[src/rtl/alp_param_core_if.sv]
// Command/load/result bundle for the parametrised ALP core.
// Latency: none, pure wiring between the driver and the core.
// Backpressure: commands are only honoured while the core reports o_BUSY=0.
interface alp_param_core_if #(
  parameter int WIDTH = 4
);
  logic [2:0]       i_OP;
  logic [WIDTH-1:0] i_DATA_IN;
  logic             i_LOAD;
  logic             i_COMP;
  logic             i_CLR;
  logic [WIDTH-1:0] o_R0;
  logic [WIDTH-1:0] o_R1;
  logic             o_BUSY;
  logic             o_DONE;
  logic             o_ERR;

  modport master (
    output i_OP, i_DATA_IN, i_LOAD, i_COMP, i_CLR,
    input  o_R0, o_R1, o_BUSY, o_DONE, o_ERR
  );

  modport slave (
    input  i_OP, i_DATA_IN, i_LOAD, i_COMP, i_CLR,
    output o_R0, o_R1, o_BUSY, o_DONE, o_ERR
  );
endinterface

[src/rtl/alp_param_core.sv]
// Two-register signed ALU: add/sub/neg/cmp/swap, Booth multiply, restoring divide (ALP_DIV_EN builds divider).
// Latency: 1 edge for single-cycle ops, WIDTH edges for MUL, WIDTH+1 edges for DIV; DONE pulses on completion.
// Backpressure: i_COMP/i_LOAD ignored while o_BUSY=1; i_CLR aborts any operation at the next edge.
module alp_param_core #(
  parameter int WIDTH = 4
) (
  input  logic            clk,
  input  logic            i_rst,
  alp_param_core_if.slave bus
);

  localparam int CW = $clog2(WIDTH + 1);
  localparam logic [CW-1:0] LAST_IT = CW'(WIDTH - 1);

  localparam logic [2:0] OP_ADD  = 3'b000;
  localparam logic [2:0] OP_SUB  = 3'b001;
  localparam logic [2:0] OP_MUL  = 3'b010;
  localparam logic [2:0] OP_NEG  = 3'b100;
  localparam logic [2:0] OP_CMP  = 3'b101;
  localparam logic [2:0] OP_SWAP = 3'b110;

`ifdef ALP_DIV_EN
  localparam logic [2:0] OP_DIV  = 3'b011;
  typedef enum logic [1:0] {S_IDLE, S_MUL_IT, S_DIV_IT, S_DIV_FIX} state_t;
`else
  typedef enum logic [1:0] {S_IDLE, S_MUL_IT} state_t;
`endif

  state_t           r_state;
  logic [WIDTH-1:0] r_r0;
  logic [WIDTH-1:0] r_r1;
  logic             r_busy;
  logic             r_done;
  logic             r_err;
  // Shared iterative working set: Booth uses acc/q/q1/m, the divider uses acc/q/m.
  logic [WIDTH:0]   r_acc;
  logic [WIDTH-1:0] r_q;
  logic             r_q1;
  logic [WIDTH:0]   r_m;
  logic [CW-1:0]    r_cnt;

  logic [WIDTH-1:0] w_add;
  logic [WIDTH-1:0] w_sub;
  logic [WIDTH-1:0] w_neg;
  logic [WIDTH-1:0] w_cmp;
  logic             w_add_ovf;
  logic             w_sub_ovf;
  logic             w_r0_min;

  logic [WIDTH:0]   w_b_sum;
  logic [WIDTH:0]   w_b_acc;
  logic [WIDTH-1:0] w_b_q;
  logic             w_b_q1;

  assign bus.o_R0   = r_r0;
  assign bus.o_R1   = r_r1;
  assign bus.o_BUSY = r_busy;
  assign bus.o_DONE = r_done;
  assign bus.o_ERR  = r_err;

  // Single-cycle arithmetic and signed-overflow detection.
  always_comb begin
    w_add     = r_r0 + r_r1;
    w_sub     = r_r0 - r_r1;
    w_neg     = WIDTH'(0) - r_r0;
    w_r0_min  = (r_r0 == {1'b1, {(WIDTH-1){1'b0}}});
    w_add_ovf = (r_r0[WIDTH-1] == r_r1[WIDTH-1]) && (w_add[WIDTH-1] != r_r0[WIDTH-1]);
    w_sub_ovf = (r_r0[WIDTH-1] != r_r1[WIDTH-1]) && (w_sub[WIDTH-1] != r_r0[WIDTH-1]);
    if ($signed(r_r0) > $signed(r_r1)) begin
      w_cmp = WIDTH'(1);
    end else if (r_r0 == r_r1) begin
      w_cmp = '0;
    end else begin
      w_cmp = '1;
    end
  end

  // One radix-2 Booth step; acc is one bit wider so subtracting MIN cannot overflow.
  always_comb begin
    w_b_sum = r_acc;
    case ({r_q[0], r_q1})
      2'b01:   w_b_sum = r_acc + r_m;
      2'b10:   w_b_sum = r_acc - r_m;
      default: w_b_sum = r_acc;
    endcase
    w_b_acc = {w_b_sum[WIDTH], w_b_sum[WIDTH:1]};
    w_b_q   = {w_b_sum[0], r_q[WIDTH-1:1]};
    w_b_q1  = r_q[0];
  end

`ifdef ALP_DIV_EN
  logic [WIDTH-1:0] w_abs0;
  logic [WIDTH-1:0] w_abs1;
  logic             w_div_bad;
  logic [WIDTH:0]   w_d_sh;
  logic             w_d_ge;
  logic [WIDTH:0]   w_d_acc;
  logic [WIDTH-1:0] w_d_q;
  logic [WIDTH-1:0] w_quot;
  logic [WIDTH-1:0] w_rem;
  logic             r_qneg;
  logic             r_rneg;

  // Magnitude restoring divide step plus the final sign correction.
  always_comb begin
    w_abs0    = r_r0[WIDTH-1] ? (WIDTH'(0) - r_r0) : r_r0;
    w_abs1    = r_r1[WIDTH-1] ? (WIDTH'(0) - r_r1) : r_r1;
    w_div_bad = (r_r1 == '0) || (w_r0_min && (r_r1 == '1));
    w_d_sh    = {r_acc[WIDTH-1:0], r_q[WIDTH-1]};
    w_d_ge    = (w_d_sh >= r_m);
    w_d_acc   = w_d_ge ? (w_d_sh - r_m) : w_d_sh;
    w_d_q     = {r_q[WIDTH-2:0], w_d_ge};
    w_quot    = r_qneg ? (WIDTH'(0) - r_q) : r_q;
    w_rem     = r_rneg ? (WIDTH'(0) - r_acc[WIDTH-1:0]) : r_acc[WIDTH-1:0];
  end
`endif

  // Command sequencing FSM with registered outputs; reset and clear both return to IDLE with zeros.
  always_ff @(posedge clk) begin
    if (i_rst || bus.i_CLR) begin
      r_state <= S_IDLE;
      r_r0    <= '0;
      r_r1    <= '0;
      r_busy  <= 1'b0;
      r_done  <= 1'b0;
      r_err   <= 1'b0;
      r_acc   <= '0;
      r_q     <= '0;
      r_q1    <= 1'b0;
      r_m     <= '0;
      r_cnt   <= '0;
`ifdef ALP_DIV_EN
      r_qneg  <= 1'b0;
      r_rneg  <= 1'b0;
`endif
    end else begin
      r_done <= 1'b0;
      case (r_state)
        S_IDLE: begin
          if (bus.i_COMP) begin
            case (bus.i_OP)
              OP_ADD: begin
                r_r0   <= w_add;
                r_err  <= r_err | w_add_ovf;
                r_done <= 1'b1;
              end
              OP_SUB: begin
                r_r0   <= w_sub;
                r_err  <= r_err | w_sub_ovf;
                r_done <= 1'b1;
              end
              OP_MUL: begin
                r_acc   <= '0;
                r_q     <= r_r0;
                r_q1    <= 1'b0;
                r_m     <= {r_r1[WIDTH-1], r_r1};
                r_cnt   <= '0;
                r_busy  <= 1'b1;
                r_state <= S_MUL_IT;
              end
`ifdef ALP_DIV_EN
              OP_DIV: begin
                if (w_div_bad) begin
                  r_err  <= 1'b1;
                  r_done <= 1'b1;
                end else begin
                  r_acc   <= '0;
                  r_q     <= w_abs0;
                  r_m     <= {1'b0, w_abs1};
                  r_qneg  <= r_r0[WIDTH-1] ^ r_r1[WIDTH-1];
                  r_rneg  <= r_r0[WIDTH-1];
                  r_cnt   <= '0;
                  r_busy  <= 1'b1;
                  r_state <= S_DIV_IT;
                end
              end
`endif
              OP_NEG: begin
                if (w_r0_min) begin
                  r_err <= 1'b1;
                end else begin
                  r_r0 <= w_neg;
                end
                r_done <= 1'b1;
              end
              OP_CMP: begin
                r_r0   <= w_cmp;
                r_done <= 1'b1;
              end
              OP_SWAP: begin
                r_r0   <= r_r1;
                r_r1   <= r_r0;
                r_done <= 1'b1;
              end
              default: begin
                r_err  <= 1'b1;
                r_done <= 1'b1;
              end
            endcase
          end else if (bus.i_LOAD) begin
            if (bus.i_OP[0]) begin
              r_r1 <= bus.i_DATA_IN;
            end else begin
              r_r0 <= bus.i_DATA_IN;
            end
          end
        end
        S_MUL_IT: begin
          r_acc <= w_b_acc;
          r_q   <= w_b_q;
          r_q1  <= w_b_q1;
          r_cnt <= r_cnt + CW'(1);
          if (r_cnt == LAST_IT) begin
            r_r0    <= w_b_q;
            r_r1    <= w_b_acc[WIDTH-1:0];
            r_busy  <= 1'b0;
            r_done  <= 1'b1;
            r_state <= S_IDLE;
          end
        end
`ifdef ALP_DIV_EN
        S_DIV_IT: begin
          r_acc <= w_d_acc;
          r_q   <= w_d_q;
          r_cnt <= r_cnt + CW'(1);
          if (r_cnt == LAST_IT) begin
            r_state <= S_DIV_FIX;
          end
        end
        S_DIV_FIX: begin
          r_r0    <= w_quot;
          r_r1    <= w_rem;
          r_busy  <= 1'b0;
          r_done  <= 1'b1;
          r_state <= S_IDLE;
        end
`endif
        default: r_state <= S_IDLE;
      endcase
    end
  end

endmodule
[src/flat_wrapper.sv]
// flat-port wrapper written by rule: the top's interface ports become plain ports
module alp_param_core_flat 
#(
  parameter int WIDTH = 4
)
  (clk, i_rst, bus_i_OP, bus_i_DATA_IN, bus_i_LOAD, bus_i_COMP, bus_i_CLR, bus_o_R0, bus_o_R1, bus_o_BUSY, bus_o_DONE, bus_o_ERR);
  alp_param_core_if #(.WIDTH(WIDTH)) bus_i ();
  input  logic clk;
  input  logic i_rst;
  input wire logic [$bits(bus_i.i_OP)-1:0] bus_i_OP;
  input wire logic [$bits(bus_i.i_DATA_IN)-1:0] bus_i_DATA_IN;
  input wire logic [$bits(bus_i.i_LOAD)-1:0] bus_i_LOAD;
  input wire logic [$bits(bus_i.i_COMP)-1:0] bus_i_COMP;
  input wire logic [$bits(bus_i.i_CLR)-1:0] bus_i_CLR;
  output wire logic [$bits(bus_i.o_R0)-1:0] bus_o_R0;
  output wire logic [$bits(bus_i.o_R1)-1:0] bus_o_R1;
  output wire logic [$bits(bus_i.o_BUSY)-1:0] bus_o_BUSY;
  output wire logic [$bits(bus_i.o_DONE)-1:0] bus_o_DONE;
  output wire logic [$bits(bus_i.o_ERR)-1:0] bus_o_ERR;
  assign bus_i.i_OP = bus_i_OP;
  assign bus_i.i_DATA_IN = bus_i_DATA_IN;
  assign bus_i.i_LOAD = bus_i_LOAD;
  assign bus_i.i_COMP = bus_i_COMP;
  assign bus_i.i_CLR = bus_i_CLR;
  assign bus_o_R0 = bus_i.o_R0;
  assign bus_o_R1 = bus_i.o_R1;
  assign bus_o_BUSY = bus_i.o_BUSY;
  assign bus_o_DONE = bus_i.o_DONE;
  assign bus_o_ERR = bus_i.o_ERR;
  alp_param_core #(.WIDTH(WIDTH)) u_core (.clk(clk), .i_rst(i_rst), .bus(bus_i));
endmodule
[config.mk]
export PLATFORM = sky130hd
export DESIGN_NAME = alp_param_core_flat
export DESIGN_NICKNAME = d
export VERILOG_FILES = /design/src/rtl/alp_param_core_if.sv /design/src/rtl/alp_param_core.sv /design/src/flat_wrapper.sv
export SDC_FILE = /design/constraint.sdc
export NUM_CORES = 1
export LEC_CHECK = 0
export ABC_CLOCK_PERIOD_IN_PS = 5700
export CELL_PAD_IN_SITES_DETAIL_PLACEMENT = 1
export CELL_PAD_IN_SITES_GLOBAL_PLACEMENT = 1
export CORE_MARGIN = 5
export CORE_UTILIZATION = 46
export DETAILED_ROUTE_END_ITERATION = 8
export MAX_ROUTING_LAYER = met4
export PLACE_DENSITY_LB_ADDON = 0.08
export SLEW_MARGIN = 20
export SYNTH_ARGS = -nofsm -noshare
export SYNTH_HDL_FRONTEND = slang
export SYNTH_SLANG_ARGS = --single-unit
[constraint.sdc]
create_clock -name clk -period 5.7 [get_ports clk]
set_clock_uncertainty 0.05 [all_clocks]
set_input_delay 0.57 -clock clk [delete_from_list [all_inputs] [get_ports clk]]
set_output_delay 0.57 -clock clk [all_outputs]
set_load 0.02 [all_outputs]
# Yosys cells after proc, flatten, opt, wreduce, memory -nomap -nowiden
# Cells that the tools add are included.
[word_totals]
reg_bits = 30
latch_bits = 0
ramBits = 0
rom_bits = 0
input_bits = 12
out_inout_bits = 11
elab_cells = 102
n_memories = 0
[op_classes]
add_sub_neg = 6
n_mul = 0
div = 0
magnitude_cmp = 1
eq_ne = 25
shifts = 0
muxes = 42
bitwise = 3
reduce_logical = 14
[ops]
columns = ["op", "count"]
rows = [
  ["4-bit two-way mux", 14],
  ["4-bit case mux with 2 select lines", 3],
  ["4-bit case mux with 5 select lines", 1],
  ["5-bit case mux with 2 select lines", 2],
  ["3-bit != test, second input constant", 4],
  ["5-bit two-way mux", 2],
  ["3-bit == test, second input constant", 3],
  ["1-bit two-way mux", 9],
  ["3-bit AND reduction", 3],
  ["4-bit AND reduction", 2],
  ["7-bit != test, second input constant", 1],
  ["3-bit by 2-bit == test with 1-bit output, second input constant", 2],
  ["2-bit two-way mux", 3],
  ["3-bit two-way mux", 2],
  ["1-bit case mux with 2 select lines", 3],
  ["3-bit case mux with 2 select lines", 1],
  ["6-bit AND reduction", 1],
  ["5-bit adder", 1],
  ["5-bit AND reduction", 1],
  ["5-bit subtractor", 1],
  ["4-bit adder", 1],
  ["2-bit by 1-bit == test with 1-bit output, second input constant", 2],
  ["4-bit == test", 1],
  ["4-bit == test, second input constant", 1],
  ["other kinds (21)", 27],
]

# Depth between registers and ports, before layout
# Gate-level depths: netlist (run 1).
[depth]
word_depth = 6
ltp_mapped = 10
mapped_depth_nobuf = 10

# Least setup slack after synthesis (run 1)
# OpenSTA, ideal clock, no wires.
[synth_timing]
kind = "reg2reg"
startpoint = "register u_core.r_m[0]"
endpoint = "register u_core.r_acc[3]"
setup_time_ps = 137
arrival_time_ps = 2292
t_required_ps = 5513
path_slack_ps = 3221
path_stages_with_launch = 10
path_buffers = 0
synth_period_minus_slack_ps = 2479
path_cell_list = "dfxtp_1 -> inv_1 -> ha_1 -> mux2_2 -> fa_1 -> nand2b_1 -> a21oi_2 -> a2111oi_4 -> nor4_1 -> a21oi_1"
[synth_via]
elab_chain_cells = 3
word_cells_on_any_way = 4
classes_between = "add/sub (2); mux (2)"
[synth_lines]
columns = ["element", "line", "source"]
rows = [
  ["start, declared", "alp_param_core.sv:39", "logic [WIDTH:0] r_m;"],
  ["start signal, assigned", "alp_param_core.sv:156", "r_m <= {r_r1[WIDTH-1], r_r1};"],
  ["5-bit subtractor / 5-bit adder (equally long branches)", "alp_param_core.sv:83, alp_param_core.sv:82", ""],
  ["5-bit case mux with 2 select lines (*)", "alp_param_core.sv:81", "case ({r_q[0], r_q1})"],
  ["5-bit case mux with 2 select lines (*)", "alp_param_core.sv:138", "case (r_state)"],
  ["end signal, assigned", "alp_param_core.sv:209", "r_acc <= w_b_acc;"],
  ["end, declared", "alp_param_core.sv:36", "logic [WIDTH:0] r_acc;"],
]
# Every way passes the cells marked *; elsewhere a longest branch is shown, timed or not.
# A chain may end at the register's enable or synchronous reset.

# Worst setup path after layout (run 1)
[layout_timing]
startpoint = "register u_core.r_q[0]"
endpoint = "register u_core.r_acc[3]"
[layout_via]
elab_chain_cells = 3
word_cells_on_any_way = 4
classes_between = "eq/ne (2); mux (2)"
[layout_lines]
columns = ["element", "line", "source"]
rows = [
  ["start, declared", "alp_param_core.sv:37", "logic [WIDTH-1:0] r_q;"],
  ["start signal, assigned", "alp_param_core.sv:154", "r_q <= r_r0;"],
  ["start signal, assigned", "alp_param_core.sv:210", "r_q <= w_b_q;"],
  ["2-bit == test / 2-bit by 1-bit == test with 1-bit output (equally long branches)", "alp_param_core.sv:81", ""],
  ["5-bit case mux with 2 select lines (*)", "alp_param_core.sv:81", ""],
  ["5-bit case mux with 2 select lines (*)", "alp_param_core.sv:138", ""],
]
# Marks and branches as above.

==> run_results.csv, run 1 <==
group,metric,value,unit
status,status,"finished clean",
clock_tree,postCtsHoldBufs,0,
detailed_routing,wire_per_inst,17.89,um
global_routing,grt_max_degree,31,
clock_tree,cts_tree,"yes",
power_and_ir_drop,power.total,403.2,uW
detailed_routing,viasPerCell,5.963,
synth,synth_area,2216,um^2
placed_design,dp_hpwl,4684,um
placed_design,pre_cts_ws,2.767,ns
synth,synth_edf_count,0,
clock_tree,h-tree-depth,1,
clock_tree,cts-root-buf,"clkbuf_8",
timing,period_minus_slack,2.754,ns
placed_design,place_inst,346,
global_routing,grt_overflow,0,
hold_path,hold_class,"reg -> reg",
synth,seq_area_frac_synth,24.39,%
final_layout,area_growth,12.25,%
synth,syn-num-nets,317,
worst_setup_path,worstPathMaxFanout,6,
floorplanning,core-area,4692,um^2
synth,yosys.area.top_type_share,24.39,%
final_layout,num_antenna_cells,0,
worst_setup_path,end_kind,"flop",
detailed_routing,drcViolationCount,0,
power_and_ir_drop,power_leakage,0.0008895,uW
synth,postSynthCellCount,286,
timing,max_freq,363.2,MHz
timing,setup_viol,0,
clock_tree,cts.reportedPaths.clkPinSlew,0.11,ns
worst_setup_path,cp-start-kind,"flop",
final_layout,drive_above_1_share,6.081,%
final_layout,utilization,53.01,%
clock_tree,ctsResizeCount,0,
global_routing,grt_usage,21.81,%
synth,avgSynthCellArea,7.748,um^2
floorplanning,ios,23,
placed_design,port_buffers,22,
timing,relSlewSlack,53.79,%
synth,async_flop_share,0,%
timing,setup_tns,0,ns
detailed_routing,drt_iter0_drc,138,
worst_setup_path,rrSetupSlack,2.95,ns
global_routing,antenna_found_initial,0,
timing,worst_pin_slew,0.6910,ns
synth,synth_commonest_cells,"a21oi_1 (29), nand2_1 (29), dfxtp_1 (27), nor2_1 (25)",
floorplanning,start_util,47.23,%
floorplanning,fp.dieH,79.41,um
power_and_ir_drop,powerDensity,162.1,nW/um^2
detailed_routing,routed_wl,6260,um
final_layout,nFillCells,585,
clock_tree,post_cts_buffers,0,
synth,synth.area.top_cells,"dfxtp_1 (24%), ha_1 (9.0%), a21oi_1 (6.5%)",
timing,slew_viol_final,0,
detailed_routing,vias,2087,
timing,hold_viol,0,
synth,ys_ff_latch,27,
synth,synth.distinct_cells,54,
clock_tree,numCtsBuffers,3,
worst_setup_path,required,5.80,ns
final_layout,nNetsFinal,328,
clock_tree,clkSinkCount,27,
timing,grt_setup_unrepaired,"false",
detailed_routing,first_pass_iters,4,
floorplanning,row_count,25,
power_and_ir_drop,worst_ir_drop_vdd,0.1192,mV
synth,synth_area_leader_cell,"dfxtp_1",
global_routing,grt_pass1_wl,10500,um
synth,yosysWarnings,0,
worst_setup_path,arrival,2.85,ns
detailed_routing,ant_nets,0,
placed_design,place_congestion,0.8323,
final_layout,instances_no_fill,350,
synth,ys.flop_type,"dfxtp_1",
flow_run,maxCapViolations,0,
global_routing,grt_pass1_vias,1989,
timing,fin_ws,2.946,ns
floorplanning,die-area,6305,um^2
clock_tree,clkLatencyLatePin,0.28,ns
clock_tree,clock_path_buffers,2,
floorplanning,die-width,79.41,um
timing,period_share,48.31,%
worst_setup_path,crit_type,"reg -> reg",
cell usage in the layout (no fill, tap or decap), drive strengths merged, types with 2 or more instances in the layout:
master and instances:
a21oi 30, nand2 29, dfxtp 27, nor2 26, clkdlybuf4s50 22, inv 17
ha 16, o21ai 12, mux2i 11, nand3 10, nand2b 8, nor3 6
a31oi 6, nor2b 5, a211oi 5, mux2 5, nor3b 5, o21a 4
xor2 4, xnor2 3, nand4 3, a21o 3, o31ai 3, fa 3
clkbuf 3, a211o 2, or4 2, nor4 2, and3 2, o211ai 2
a21boi 2
stage by stage:
| stage | hold WS (ns) | cell area, um^2 |
|---|---|---|
| floorplan | 0.4082 | 2216 |
| global placement | 0.3885 | 2439 |
| detailed placement | 0.4285 | 2439 |
| CTS | 0.4544 | 2487 |
| global route | 0.4924 | 2487 |
| finish | 0.4408 | 2487 |
final timing paths:
kind	startpoint	to	cells past startpoint
worst min register to register	u_core.bus.o_ERR	u_core.bus.o_ERR	2
worst max register to register	u_core.r_q[0]	u_core.r_acc[3]	8
worst max-delay path	u_core.r_q[0]	u_core.r_acc[3]	8
worst min-delay path	u_core.bus.o_ERR	u_core.bus.o_ERR	2
flip-flops by register name, summed over array words and instances, names as in the netlist:
register,cells
u_core.bus.o_DONE,1
u_core.r_cnt,3
u_core.bus.o_R0,4
u_core.r_state,1
u_core.r_m,4
u_core.r_q1,1
u_core.r_q,4
u_core.bus.o_ERR,1
u_core.bus.o_R1,4
u_core.r_acc,4
power by group:
part	internal [uW]	total (uW)	switching (uW)
Clock	49.8	117	67.2
Combinational	36.5	87.9	51.5
Sequential	192	198	6.56
Total	278	403	125
logic make-up (layout without fill, tap and decap cells):
kind of cell	after synthesis	in the layout	share of synthesized area, %
XOR/XNOR	7	7	2.767
adder cells (fa/ha/maj)	19	19	11.74
multiplexers	16	16	7.510
flip-flops	27	27	24.39
buffers and inverters	34	44	6.155
AO/OA/AOI/OAI	80	80	24.34
AND/OR/NAND/NOR	103	103	23.09
final cells by class:
| type | instances | area (um^2) | area share, % |
|---|---|---|---|
| Timing Repair Buffer | 23 | 227.7 | 9.155 |
| Clock inverter | 1 | 7.507 | 0.3018 |
| Clock buffer | 3 | 41.29 | 1.660 |
| Inverter | 17 | 63.81 | 2.565 |
| Tap cell | 54 | 67.56 | 2.716 |
| Sequential cell | 27 | 540.5 | 21.73 |
| Multi-Input combinational cell | 225 | 1539 | 61.87 |
worst max-delay path, stage by stage (launching register included):
cell,delay (ns)
dfxtp_1,0.39
ha_1,0.27
mux2_2,0.38
fa_1,0.43
nand2b_1,0.18
a21oi_2,0.26
a2111oi_4,0.07
nor4_1,0.46
a21oi_1,0.11
routing by layer:
layer  up-vias  share of wire, %  GRT usage, %  wire [um]
met3         7               2.5         1.806        154
met2        34                45         32.66       2796
met1      1007                52         31.81       3228
met4         0               1.3         5.326         81
li1       1039                 -             -          -
met5         -                 0             -          0
(Power assumes the default switching activity.)
==> inputs of run 2 (changes only) <==
- ABC_CLOCK_PERIOD_IN_PS: 5700 -> 2600
- CORE_UTILIZATION: 46 -> 42
- clock period: 5.7 -> 2.6 ns (I/O delays scaled with it)
==> run_results.csv, run 2 (synthesis gave the netlist of run 1 again) <==
group,metric,value,unit
status,status,"finished clean",
detailed_routing,vias,2152,
clock_tree,clkSinkCount,27,
detailed_routing,first_pass_iters,4,
timing,fin_hold_ws,0.4328,ns
global_routing,grt_overflow,0,
timing,slew_viol_final,0,
global_routing,use_met2,34.70,%
detailed_routing,ant_nets,0,
timing,grt_setup_unrepaired,"false",
final_layout,utilization,51.98,%
placed_design,pre_cts_ws,0.009893,ns
global_routing,grt_max_degree,24,
clock_tree,cts-root-buf,"clkbuf_8",
detailed_routing,wire_per_inst,17.19,um
global_routing,grt_busiest_layer,"met2",
flow_run,maxCapViolations,0,
timing,fin_ws,0.1387,ns
clock_tree,clock_path_buffers,2,
clock_tree,cts_tree,"yes",
worst_setup_path,crit_type,"reg -> reg",
final_layout,drive_above_1_share,12.46,%
clock_tree,cts.reportedPaths.clkPinSlew,0.11,ns
worst_setup_path,worstPathMaxFanout,4,
floorplanning,fp.dieH,82.64,um
worst_setup_path,cp-start-kind,"flop",
floorplanning,row_count,26,
placed_design,place_area,2579,um^2
worst_setup_path,required,2.76,ns
final_layout,design_area,2655,um^2
power_and_ir_drop,powerDensity,338.5,nW/um^2
global_routing,grt_pass1_wl,11270,um
worst_setup_path,arrival,2.62,ns
detailed_routing,viasPerCell,5.619,
timing,period_minus_slack,2.461,ns
floorplanning,start_util,43.39,%
final_layout,area_growth,19.82,%
floorplanning,die-width,82.64,um
global_routing,grtUsageMet1,31.29,%
clock_tree,postCtsHoldBufs,0,
timing,max_freq,406.3,MHz
final_layout,most-common-layout-cells,"nand2_1 (29), a21oi_1 (29), nor2_1 (25), dfxtp_1 (25), clkdlybuf4s50_1 (22)",
final_layout,nNetsFinal,345,
power_and_ir_drop,power_leakage,0.0009774,uW
final_layout,num_antenna_cells,0,
worst_setup_path,rrSetupSlack,0.14,ns
detailed_routing,routed_wl,6585,um
floorplanning,core-area,5107,um^2
timing,setup_viol,0,
timing,setup_tns,0,ns
placed_design,port_buffers,22,
final_layout,nFillCells,646,
detailed_routing,drt_iter0_drc,80,
worst_setup_path,end_kind,"flop",
timing,worst_pin_slew,0.5720,ns
clock_tree,numCtsBuffers,3,
global_routing,grt_usage,22.23,%
floorplanning,ios,23,
placed_design,dp_hpwl,5037,um
floorplanning,die-area,6829,um^2
clock_tree,clkLatencyLatePin,0.28,ns
timing,hold_viol,0,
power_and_ir_drop,worst_ir_drop_vdd,0.2001,mV
global_routing,grt_pass1_vias,2155,
global_routing,antenna_found_initial,0,
timing,period_share,94.67,%
global_routing,grt_util_met3,2.278,%
hold_path,hold_class,"reg -> reg",
placed_design,place_congestion,0.8032,
timing,relSlewSlack,61.72,%
detailed_routing,drcViolationCount,0,
clock_tree,h-tree-depth,1,
-- run 2: cell types whose count changed in the layout (fill, tap and decap cells not counted) --
cell | before | now
fa_1 | 3 | 2
nand2b_1 | 8 | 7
dfxtp_2 | 0 | 2
dfxtp_1 | 27 | 25
a21oi_2 | 1 | 0
a21oi_4 | 0 | 1
buf_4 | 1 | 18
fa_2 | 0 | 1
nand2b_4 | 0 | 1
-- run 2: where the power goes --
part	internal [uW]	switching, uW	total, uW
registers	420	8.39	429
clock network	109	150	260
logic	90.4	120	210
-- run 2: path summary, 6_finish.rpt --
kind                    startpoint                  to  cells past startpoint
setup / recovery     u_core.r_m[0]  u_core.bus.o_R1[3]                     10
hold / removal    u_core.bus.o_ERR    u_core.bus.o_ERR                      2
setup reg to reg     u_core.r_m[0]  u_core.bus.o_R1[3]                     10
hold reg to reg   u_core.bus.o_ERR    u_core.bus.o_ERR                      2
-- run 2: area by class of cell --
type	instances	area [um^2]	area share, %
clock inverter	1	7.507	0.2828
clock buffer	3	41.29	1.555
sequential	27	543.0	20.45
tap	70	87.58	3.299
inverter	17	63.81	2.403
multi-input combinational	225	1556	58.62
timing repair buffer	40	355.3	13.38
-- run 2: timing repair --
| item | 4_1_cts | 5_1_grt |
|---|---|---|
| pin swaps | 0 | 1 |
| endpoints found under the setup margin | 2 | 4 |
| resized for setup | 1 | 4 |
| buffers inserted | 0 | 1 |
-- run 2: metal layers --
layer	share of wire (%)	routed length, um	vias up
met1	49	3240	1030
met2	46	3006	45
li1	-	-	1068
met4	1.3	84	0
met3	3.9	254	9
met5	0	0	-
-- run 2: metrics by stage --
stage | power [uW] | cells
3_3_place_gp | 643.7 | 378
5_1_grt | 950.1 | 383
6_report | 898.6 | 383
3_5_place_dp | 647.1 | 378
2_1_floorplan | 569.1 | 286
4_1_cts | 904.8 | 382
-- run 2: worst max-delay path: stages, from the launching register on --
cell and delay (ns):
dfxtp_2 0.35, inv_1 0.05, ha_1 0.27, mux2_2 0.29
fa_2 0.38, nand2b_4 0.16, a21oi_4 0.22, mux2i_1 0.22
nor4_1 0.07, buf_4 0.15, a221oi_2 0.19
